### src/rtl/pipe_pkg.sv
// Shared pipeline definitions: ALU opcodes, forwarding selects, widths.
// Imported by the ID/EX stage and its forwarding unit.
package pipe_pkg;

    localparam int DATA_W_DEF = 32;
    localparam int RA_W_DEF   = 5;

    localparam logic [3:0] ALU_AND  = 4'b0000;
    localparam logic [3:0] ALU_OR   = 4'b0001;
    localparam logic [3:0] ALU_ADD  = 4'b0010;
    localparam logic [3:0] ALU_SUB  = 4'b0110;
    localparam logic [3:0] ALU_SLT  = 4'b0111;
    localparam logic [3:0] ALU_XOR  = 4'b0101;
    localparam logic [3:0] ALU_NOR  = 4'b1100;
    localparam logic [3:0] ALU_SLL  = 4'b1111;
    localparam logic [3:0] ALU_SRL  = 4'b1000;
    localparam logic [3:0] ALU_ADDU = 4'b1010;
    localparam logic [3:0] ALU_SUBU = 4'b1110;

    typedef enum logic [1:0] {
        FWD_REG   = 2'd0,
        FWD_EXMEM = 2'd1,
        FWD_MEMWB = 2'd2
    } fwd_sel_e;

endpackage

### src/rtl/fwd_unit.sv
// Operand forwarding select for one source register.
// EX/MEM beats MEM/WB; register 0 is never forwarded.
module fwd_unit
    import pipe_pkg::*;
#(
    parameter int DATA_W = DATA_W_DEF,
    parameter int RA_W   = RA_W_DEF,
    parameter int FWD_EN = 1
) (
    input  logic [RA_W-1:0]   i_src,
    input  logic [DATA_W-1:0] i_reg_data,
    input  logic              i_exmem_reg_write,
    input  logic [RA_W-1:0]   i_exmem_dest,
    input  logic [DATA_W-1:0] i_exmem_result,
    input  logic              i_memwb_reg_write,
    input  logic [RA_W-1:0]   i_memwb_dest,
    input  logic [DATA_W-1:0] i_memwb_data,
    output logic [DATA_W-1:0] o_data
);

    localparam bit FWD_ON = (FWD_EN != 0);

    logic     w_exmem_hit;
    logic     w_memwb_hit;
    fwd_sel_e w_sel;

    assign w_exmem_hit = i_exmem_reg_write && (i_exmem_dest != '0)
                         && (i_exmem_dest == i_src);
    assign w_memwb_hit = i_memwb_reg_write && (i_memwb_dest != '0)
                         && (i_memwb_dest == i_src);

    always_comb begin
        w_sel = FWD_REG;
        if (FWD_ON && w_exmem_hit)
            w_sel = FWD_EXMEM;
        else if (FWD_ON && w_memwb_hit)
            w_sel = FWD_MEMWB;
    end

    always_comb begin
        o_data = i_reg_data;
        case (w_sel)
            FWD_EXMEM: o_data = i_exmem_result;
            FWD_MEMWB: o_data = i_memwb_data;
            default:   o_data = i_reg_data;
        endcase
    end

endmodule

### src/rtl/id_ex_stage.sv
// ID/EX pipeline register with EX operand forwarding
// and load-use hazard detection.
module id_ex_stage
    import pipe_pkg::*;
#(
    parameter int DATA_W = DATA_W_DEF,
    parameter int RA_W   = RA_W_DEF,
    parameter int FWD_EN = 1
) (
    input  logic              clk,
    input  logic              rst,
    input  logic              hold,
    input  logic              flush,
    input  logic              id_valid,
    input  logic [DATA_W-1:0] id_rs_data,
    input  logic [DATA_W-1:0] id_rt_data,
    input  logic [DATA_W-1:0] id_imm,
    input  logic [RA_W-1:0]   id_rs,
    input  logic [RA_W-1:0]   id_rt,
    input  logic [RA_W-1:0]   id_rd,
    input  logic [4:0]        id_shamt,
    input  logic [3:0]        id_alu_ctrl,
    input  logic              id_alu_src,
    input  logic              id_reg_dst,
    input  logic              id_uses_rt,
    input  logic              id_reg_write,
    input  logic              id_mem_read,
    input  logic              id_mem_write,
    input  logic              id_mem_to_reg,
    input  logic              exmem_reg_write,
    input  logic [RA_W-1:0]   exmem_dest,
    input  logic [DATA_W-1:0] exmem_result,
    input  logic              memwb_reg_write,
    input  logic [RA_W-1:0]   memwb_dest,
    input  logic [DATA_W-1:0] memwb_data,
    output logic              load_use_stall,
    output logic              ex_valid,
    output logic [DATA_W-1:0] ex_x,
    output logic [DATA_W-1:0] ex_y,
    output logic [4:0]        ex_shamt,
    output logic [3:0]        ex_alu_ctrl,
    output logic [DATA_W-1:0] ex_store_data,
    output logic [RA_W-1:0]   ex_dest,
    output logic              ex_reg_write,
    output logic              ex_mem_read,
    output logic              ex_mem_write,
    output logic              ex_mem_to_reg
);

    logic              r_valid;
    logic [DATA_W-1:0] r_rs_data;
    logic [DATA_W-1:0] r_rt_data;
    logic [DATA_W-1:0] r_imm;
    logic [RA_W-1:0]   r_rs;
    logic [RA_W-1:0]   r_rt;
    logic [RA_W-1:0]   r_dest;
    logic [4:0]        r_shamt;
    logic [3:0]        r_alu_ctrl;
    logic              r_alu_src;
    logic              r_reg_write;
    logic              r_mem_read;
    logic              r_mem_write;
    logic              r_mem_to_reg;

    logic              w_hazard;
    logic              w_bubble;
    logic              w_rw;
    logic [RA_W-1:0]   w_dest;
    logic [DATA_W-1:0] w_fwd_rs;
    logic [DATA_W-1:0] w_fwd_rt;

    assign w_hazard = r_valid && r_mem_read && (r_dest != '0) && id_valid
                      && ((r_dest == id_rs)
                          || (id_uses_rt && (r_dest == id_rt)));
    assign load_use_stall = w_hazard && !flush;
    assign w_bubble = flush || load_use_stall;

    assign w_rw   = id_reg_write && id_valid;
    assign w_dest = !w_rw ? '0 : (id_reg_dst ? id_rd : id_rt);

    // Bubbles clear only valid/control/dest; operand data is don't-care.
    always_ff @(posedge clk or negedge rst) begin
        if (!rst) begin
            r_valid      <= 1'b0;
            r_rs_data    <= '0;
            r_rt_data    <= '0;
            r_imm        <= '0;
            r_rs         <= '0;
            r_rt         <= '0;
            r_dest       <= '0;
            r_shamt      <= '0;
            r_alu_ctrl   <= '0;
            r_alu_src    <= 1'b0;
            r_reg_write  <= 1'b0;
            r_mem_read   <= 1'b0;
            r_mem_write  <= 1'b0;
            r_mem_to_reg <= 1'b0;
        end else if (!hold) begin
            if (w_bubble) begin
                r_valid      <= 1'b0;
                r_dest       <= '0;
                r_reg_write  <= 1'b0;
                r_mem_read   <= 1'b0;
                r_mem_write  <= 1'b0;
                r_mem_to_reg <= 1'b0;
            end else begin
                r_valid      <= id_valid;
                r_rs_data    <= id_rs_data;
                r_rt_data    <= id_rt_data;
                r_imm        <= id_imm;
                r_rs         <= id_rs;
                r_rt         <= id_rt;
                r_dest       <= w_dest;
                r_shamt      <= id_shamt;
                r_alu_ctrl   <= id_alu_ctrl;
                r_alu_src    <= id_alu_src;
                r_reg_write  <= w_rw;
                r_mem_read   <= id_mem_read && id_valid;
                r_mem_write  <= id_mem_write && id_valid;
                r_mem_to_reg <= id_mem_to_reg && id_valid;
            end
        end
    end

    fwd_unit #(.DATA_W(DATA_W), .RA_W(RA_W), .FWD_EN(FWD_EN)) u_fwd_rs (
        .i_src             (r_rs),
        .i_reg_data        (r_rs_data),
        .i_exmem_reg_write (exmem_reg_write),
        .i_exmem_dest      (exmem_dest),
        .i_exmem_result    (exmem_result),
        .i_memwb_reg_write (memwb_reg_write),
        .i_memwb_dest      (memwb_dest),
        .i_memwb_data      (memwb_data),
        .o_data            (w_fwd_rs)
    );

    fwd_unit #(.DATA_W(DATA_W), .RA_W(RA_W), .FWD_EN(FWD_EN)) u_fwd_rt (
        .i_src             (r_rt),
        .i_reg_data        (r_rt_data),
        .i_exmem_reg_write (exmem_reg_write),
        .i_exmem_dest      (exmem_dest),
        .i_exmem_result    (exmem_result),
        .i_memwb_reg_write (memwb_reg_write),
        .i_memwb_dest      (memwb_dest),
        .i_memwb_data      (memwb_data),
        .o_data            (w_fwd_rt)
    );

    assign ex_valid      = r_valid;
    assign ex_x          = w_fwd_rs;
    assign ex_y          = r_alu_src ? r_imm : w_fwd_rt;
    assign ex_store_data = w_fwd_rt;
    assign ex_shamt      = r_shamt;
    assign ex_alu_ctrl   = r_alu_ctrl;
    assign ex_dest       = r_dest;
    assign ex_reg_write  = r_reg_write;
    assign ex_mem_read   = r_mem_read;
    assign ex_mem_write  = r_mem_write;
    assign ex_mem_to_reg = r_mem_to_reg;

endmodule

### config.mk
export PLATFORM = sky130hd
export DESIGN_NAME = id_ex_stage
export DESIGN_NICKNAME = d
export VERILOG_FILES = /design/src/rtl/pipe_pkg.sv /design/src/rtl/fwd_unit.sv /design/src/rtl/id_ex_stage.sv
export SDC_FILE = /design/constraint.sdc
export NUM_CORES = 1
export LEC_CHECK = 0
export BUFFER_PORTS_ARGS = -buffer_cell sky130_fd_sc_hd__buf_2
export CAP_MARGIN = 20
export CORE_MARGIN = 3
export CORE_UTILIZATION = 50
export CTS_CLUSTER_DIAMETER = 200
export CTS_CLUSTER_SIZE = 16
export DETAILED_ROUTE_END_ITERATION = 6
export GPL_TIMING_DRIVEN = 0
export HOLD_SLACK_MARGIN = 0.06
export PLACE_DENSITY = 0.81
export SETUP_SLACK_MARGIN = 0.1
export SLEW_MARGIN = 20
export SYNTH_ARGS = -nofsm -noshare
export SYNTH_HDL_FRONTEND = slang
export SYNTH_HIERARCHICAL = 1
export SYNTH_SLANG_ARGS = --single-unit
### constraint.sdc
create_clock -name clk -period 2.2 [get_ports clk]
set_input_delay 0.22 -clock clk [delete_from_list [all_inputs] [get_ports clk]]
set_output_delay 0.22 -clock clk [all_outputs]
set_load 0.05 [all_outputs]
==> run_results.csv, run 1 <==
group,metric,value,unit
sta,worstEndpointType,"output port",
yosys,syn_area_per_cell,12.1,um2
floorplanning,std_cell_rows,46,
floorplanning,chipHeight,136,um
sta,grt_worst_setup_endpoint,"ex_y[21]",
clock_network,cts_made_buffers,17,
yosys,synth_compound_area_frac,0.165,
status,run_status,"aborted with a tool error",
yosys,post_synthesis_instance_area,8450,um2
place,detailedPlace.worstSlack,-654,ps
clock_network,cts_root_buffer,"sky130_fd_sc_hd__clkbuf_16",
yosys,netlist_top_cells_area,"sky130_fd_sc_hd__dfrtp_1 37%, sky130_fd_sc_hd__mux2_2 14%, sky130_fd_sc_hd__a31oi_2 8.6%",
place,port_buffers,322,
yosys,synth_seq_cells,126,
yosys,syn_inst,701,
place,globalplace.congestion,0.898,
yosys,ys_seq_area_frac,0.373,
floorplanning,ios,324,
yosys,synthSimpleGateAreaFrac,0.148,
yosys,largest_family_of_logic_cells_by_synthesized_area,"multiplexers",
status,stop_error,"[ERROR DPL-0038] Utilization greater than 100%, impossible to legalize",
status,outcome.stop_stage,"global routing (5_1_grt)",
yosys,synth.largest_area_cell,"sky130_fd_sc_hd__dfrtp_1",
yosys,mappedNetlistNets,909,
floorplanning,initial_cell_density_of_the_core,0.521,
clock_network,cts.htree.levels,4,
clock_network,ctsLongestPathBuffers,2,
yosys,synth_top_area_share,0.373,
clock_network,cts.sinks,126,
grt,grt_start_max_net_pins,89,
floorplanning,dieWidth,136,um
yosys,synth_adder_area_share,0,
yosys,mux_contribution_to_synthesized_area,0.221,
place,dpl.cell_count,1240,
yosys,number_of_warnings_printed_during_yosys_synthesis,6,
yosys,netlist-cell-type-count,35,
place,hpwlAfterDp,23.2,mm
yosys,synthXorXnorAreaFrac,0.0269,
-- synthesized netlist by cell type (all sizes together) --
cell and count:
mux2 148, dfrtp 126, a31oi 64, nor4 64
o31ai 64, or4b 64, buf 42, clkbuf 39
xnor2 26, nand2 15, nand3 7, nor2 7
a21oi 6, mux2i 5, o21ai 5, and2 4
or4 4, a22o 3, a21o 2, or3 2
a21boi 1, nand4 1, nor3 1, o22ai 1
-- logic make-up after synthesis --
family | count (synthesis)
XOR/XNOR | 26
flip-flops | 126
AND/OR/NAND/NOR | 169
AO/OA/AOI/OAI | 146
multiplexers | 153
buffers and inverters | 81
-- through the flow --
stage	TNS (ps)	cell area, um2
after detailed placement	-46400	11500
after CTS	-61520	15000
after global placement	-138900	11500
after floorplan	-9410	9590
-- what timing repair did --
item,4_1_cts
gates resized for setup,365
hold buffers,112
cloned,7
pin swaps,46
endpoints found under the setup margin,98
hold endpoints to repair,149
buffers inserted,23
==> inputs of run 2 (changes only) <==
--- a/config.mk
+++ b/config.mk
@@ -8,14 +8,10 @@
 export BUFFER_PORTS_ARGS = -buffer_cell sky130_fd_sc_hd__buf_2
 export CAP_MARGIN = 20
 export CORE_MARGIN = 3
-export CORE_UTILIZATION = 50
-export CTS_CLUSTER_DIAMETER = 200
-export CTS_CLUSTER_SIZE = 16
+export CORE_UTILIZATION = 40
 export DETAILED_ROUTE_END_ITERATION = 6
 export GPL_TIMING_DRIVEN = 0
-export HOLD_SLACK_MARGIN = 0.06
-export PLACE_DENSITY = 0.81
-export SETUP_SLACK_MARGIN = 0.1
+export PLACE_DENSITY_LB_ADDON = 0.15
 export SLEW_MARGIN = 20
 export SYNTH_ARGS = -nofsm -noshare
 export SYNTH_HDL_FRONTEND = slang
==> run_results.csv, run 2 <==
group,metric,value,unit
route,top_layer,"met5",
sta,final_hold_viol_count,0,
power_and_ir_drop,peak_vdd_ir,578,uV
finish,final_cell_mix,"234 x sky130_fd_sc_hd__buf_2, 119 x sky130_fd_sc_hd__dfrtp_1, 84 x sky130_fd_sc_hd__buf_6",
power_and_ir_drop,pwr_density_cell,832,nW/um2
sta,max_slew_margin,0.291,
place,hpwlAfterDp,23.2,mm
power_and_ir_drop,clock_power_share,0.247,
route,met2_wirelength,18.5,mm
yosys,post_synthesis_instance_area,8450,um2
worst_setup_path,worst_ep_required_time,1980,ps
power_and_ir_drop,power.combinational.fraction,0.524,
route,drtPass1Iterations,5,
yosys,synth_top_area_share,0.373,
route,route.layer.met1.wl,14.3,mm
yosys,syn_area_per_cell,12.1,um2
yosys,netlist_top_cells_area,"sky130_fd_sc_hd__dfrtp_1 37%, sky130_fd_sc_hd__mux2_2 14%, sky130_fd_sc_hd__a31oi_2 8.6%",
power_and_ir_drop,power.switching_fraction,0.413,
route,drc_errors,0,
worst_setup_path,setup.worst_path.start,"r_rt[1]",
route,route.detailed.vias_per_inst,5.84,
grt,antenna_found_initial,11,
grt,number_of_global_route_vias_before_repair,8754,
sta,timing.clock.skew,13.3,ps
yosys,ys_seq_area_frac,0.373,
yosys,yosysMostFrequentCell,"sky130_fd_sc_hd__dfrtp_1",
sta,tightest_slew,1060,ps
clock_network,cts_root_buffer,"sky130_fd_sc_hd__clkbuf_16",
yosys,ys_dominant_reg_cell,"sky130_fd_sc_hd__dfrtp_1",
route,route.detailed.wl_per_inst,25.6,um
min_path,hp-class,"in -> reg",
finish,mostFrequentLayoutCell,"sky130_fd_sc_hd__buf_2",
finish,post_layout_nonfiller_instances,1412,
route,via_count,8241,
finish,multi_input_area,7180,um2
sta,timing_max_transition_violations_final,0,
floorplanning,initial_cell_density_of_the_core,0.412,
yosys,number_of_warnings_printed_during_yosys_synthesis,6,
worst_setup_path,critical_path.slowest_cell,"sky130_fd_sc_hd__or4_4",
status,run_status,"finished with violations",
sta,timing.setup.tns,-61300,ps
flow_run,max-cap-violations,0,
yosys,netlist-cell-type-count,35,
sta,clock.fmax,334,MHz
power_and_ir_drop,share_seq_of_total_power,0.229,
worst_setup_path,cell_chain_of_the_critical_path,"or4_4, a21oi_4, buf_12, buf_12, buf_12, or4b_4, a31oi_4, mux2_4, buf_8",
floorplanning,chipHeight,151,um
yosys,mappedNetlistNets,909,
worst_setup_path,timing.critical_path.fanout_max,7,
grt,grt_start_max_net_pins,72,
yosys,synth.largest_area_cell,"sky130_fd_sc_hd__dfrtp_1",
yosys,number_of_flops_mapped_to_enable_cells_by_yosys,0,
yosys,synth.top_cells.by_count,"126 x sky130_fd_sc_hd__dfrtp_1, 108 x sky130_fd_sc_hd__mux2_2, 64 x sky130_fd_sc_hd__nor4_1, 64 x sky130_fd_sc_hd__o31ai_1, 58 x sky130_fd_sc_hd__a31oi_2",
clock_network,cts.clk_slew.worst_paths,60,ps
power_and_ir_drop,power_switching,5.35,mW
floorplanning,dieWidth,151,um
floorplanning,floorplan.core_area,20500,um2
sta,report.final.setup_viol,96,
worst_setup_path,timing.setup.critical_path_class,"reg -> out",
route,wl_met3,2.44,mm
worst_setup_path,worst_path_most_repeated_cell,"sky130_fd_sc_hd__buf_12",
grt,grt_pass1_wl,52.5,mm
finish,drive_above_1_share,0.816,
finish,nNetsFinal,1330,
clock_network,cts_made_buffers,17,
place,dpl.cell_count,1294,
status,failed_checks,"setup timing",
sta,timing.final.crit_period,2990,ps
worst_setup_path,crit-reg2reg-launch,"ex_dest[0]",
power_and_ir_drop,total_power,13.0,mW
finish,syn2layout_area_growth,84.2,%
floorplanning,fp.dieArea,22900,um2
clock_network,cts.sinks,126,
finish,sequential_cell_area_in_the_final_layout,3160,um2
worst_setup_path,start_kind,"flip-flop",
clock_network,cts.htree.levels,4,
route,ant_nets,0,
power_and_ir_drop,internal-power,7.61,mW
sta,rsz0062_at_grt,"true",
power_and_ir_drop,static-leakage-power,6.17,nW
worst_setup_path,type_of_element_capturing_the_critical_path,"output port",
worst_setup_path,timing.critical_path.slowest_cell_delay,570,ps
clock_network,ctsLongestPathBuffers,2,
route,postRouteWirelength,36.2,mm
min_path,worstHoldStart,"id_mem_read",
route,initialDrtViolationCount,469,
finish,final_core_util,0.760,
grt,groute.usage.overall,0.303,
finish,final.fill_count,1266,
clock_network,insertion_delay,430,ps
sta,final.setup.worst_slack,-794,ps
clock_network,tritoncts,"built",
yosys,syn_inst,701,
floorplanning,std_cell_rows,52,
worst_setup_path,data_arrival_time_at_the_worst_slack_endpoint,2770,ps
place,globalplace.congestion,0.852,
finish,biggestRegsByFlops,"r_imm: 32 flops, r_rs_data: 32 flops, r_rt_data: 32 flops",
sta,timing.final.crit_share,1.36,
floorplanning,ios,324,
place,detailedPlace.worstSlack,-629,ps
yosys,postSynth.asyncResetShare,1.00,
yosys,synth_seq_cells,126,
place,port_buffers,322,
grt,grt_overflow,0,
run 2: cell counts after synthesis:
No cell type changed its count.
run 2: critical path, delay by kind of cell, from the launching register on:
| kind | cells | cell delay [ps] |
|---|---|---|
| muxes | 1 | 300 |
| DFF | 1 | 430 |
| AOI/OAI and AO/OA | 2 | 330 |
| buffers and inverters | 4 | 580 |
| and+or+nand+nor | 2 | 700 |
run 2: layout make-up:
cell class,instances,share of cell area
Multi-Input combinational cell,497,0.461
Buffer,80,0.0524
Clock inverter,15,0.0141
Sequential cell,126,0.203
Clock buffer,17,0.0273
Timing Repair Buffer,400,0.219
Antenna cell,7,0.00113
Tap cell,270,0.0217
run 2: repair_timing:
item                                    in CTS  in global routing
endpoints found under the hold margin       55                  0
hold buffers                                 1                  0
resized for setup                          545                129
buffers inserted                            45                 23
endpoints found under the setup margin      96                 97
gates cloned                                13                  3
pin swaps                                   78                 64
run 2: power by group through the flow:
stage          clock network (mW)  logic, mW  registers [mW]
4_1_cts                      3.23       6.37            2.94
2_1_floorplan                   0       3.29            2.95
5_1_grt                      3.33       7.02            3.00
3_3_place_gp                    0       4.45            2.88
3_5_place_dp                    0       4.50            2.89
6_report                     3.20       6.79            2.96
run 2: logic make-up (layout without fill, tap and decap cells):
| family | count (synthesis) | after routing | synth area share |
|---|---|---|---|
| flops | 126 | 126 | 0.373 |
| simple gates | 169 | 172 | 0.148 |
| xor+xnor | 26 | 26 | 0.0269 |
| other cells | 0 | 7 | 0 |
| buf+inv | 81 | 512 | 0.0657 |
| compound gates | 146 | 146 | 0.165 |
| mux | 153 | 153 | 0.221 |
run 2: worst paths after layout:
check | to | slack [ps] | cells past startpoint
worst min-delay path | ex_mem_read | 10 | 2
max in group asynchronous | r_rs[1] | 1120 | 3
worst min register to register | ex_reg_write | 480 | 2
worst max register to register | r_imm[25] | 110 | 7
min in group asynchronous | r_imm[18] | 330 | 2
worst max-delay path | ex_y[27] | -790 | 9
run 2: routing by layer:
metal  global-route usage  vias up
met5                    0        -
met1                0.378     4168
met3               0.0730       74
met2                0.511      338
li1                     -     3651
met4                0.109       10
run 2: metrics by stage:
stage / cell area (um2) / hold slack (ps)
5_1_grt: 15600 / 4.02
2_1_floorplan: 9170 / -75.6
6_report: 15600 / 12.5
3_3_place_gp: 11100 / 438
4_1_cts: 14900 / 0.846
3_5_place_dp: 11200 / 182
No activity file was read; power rests on OpenSTA's default activity.
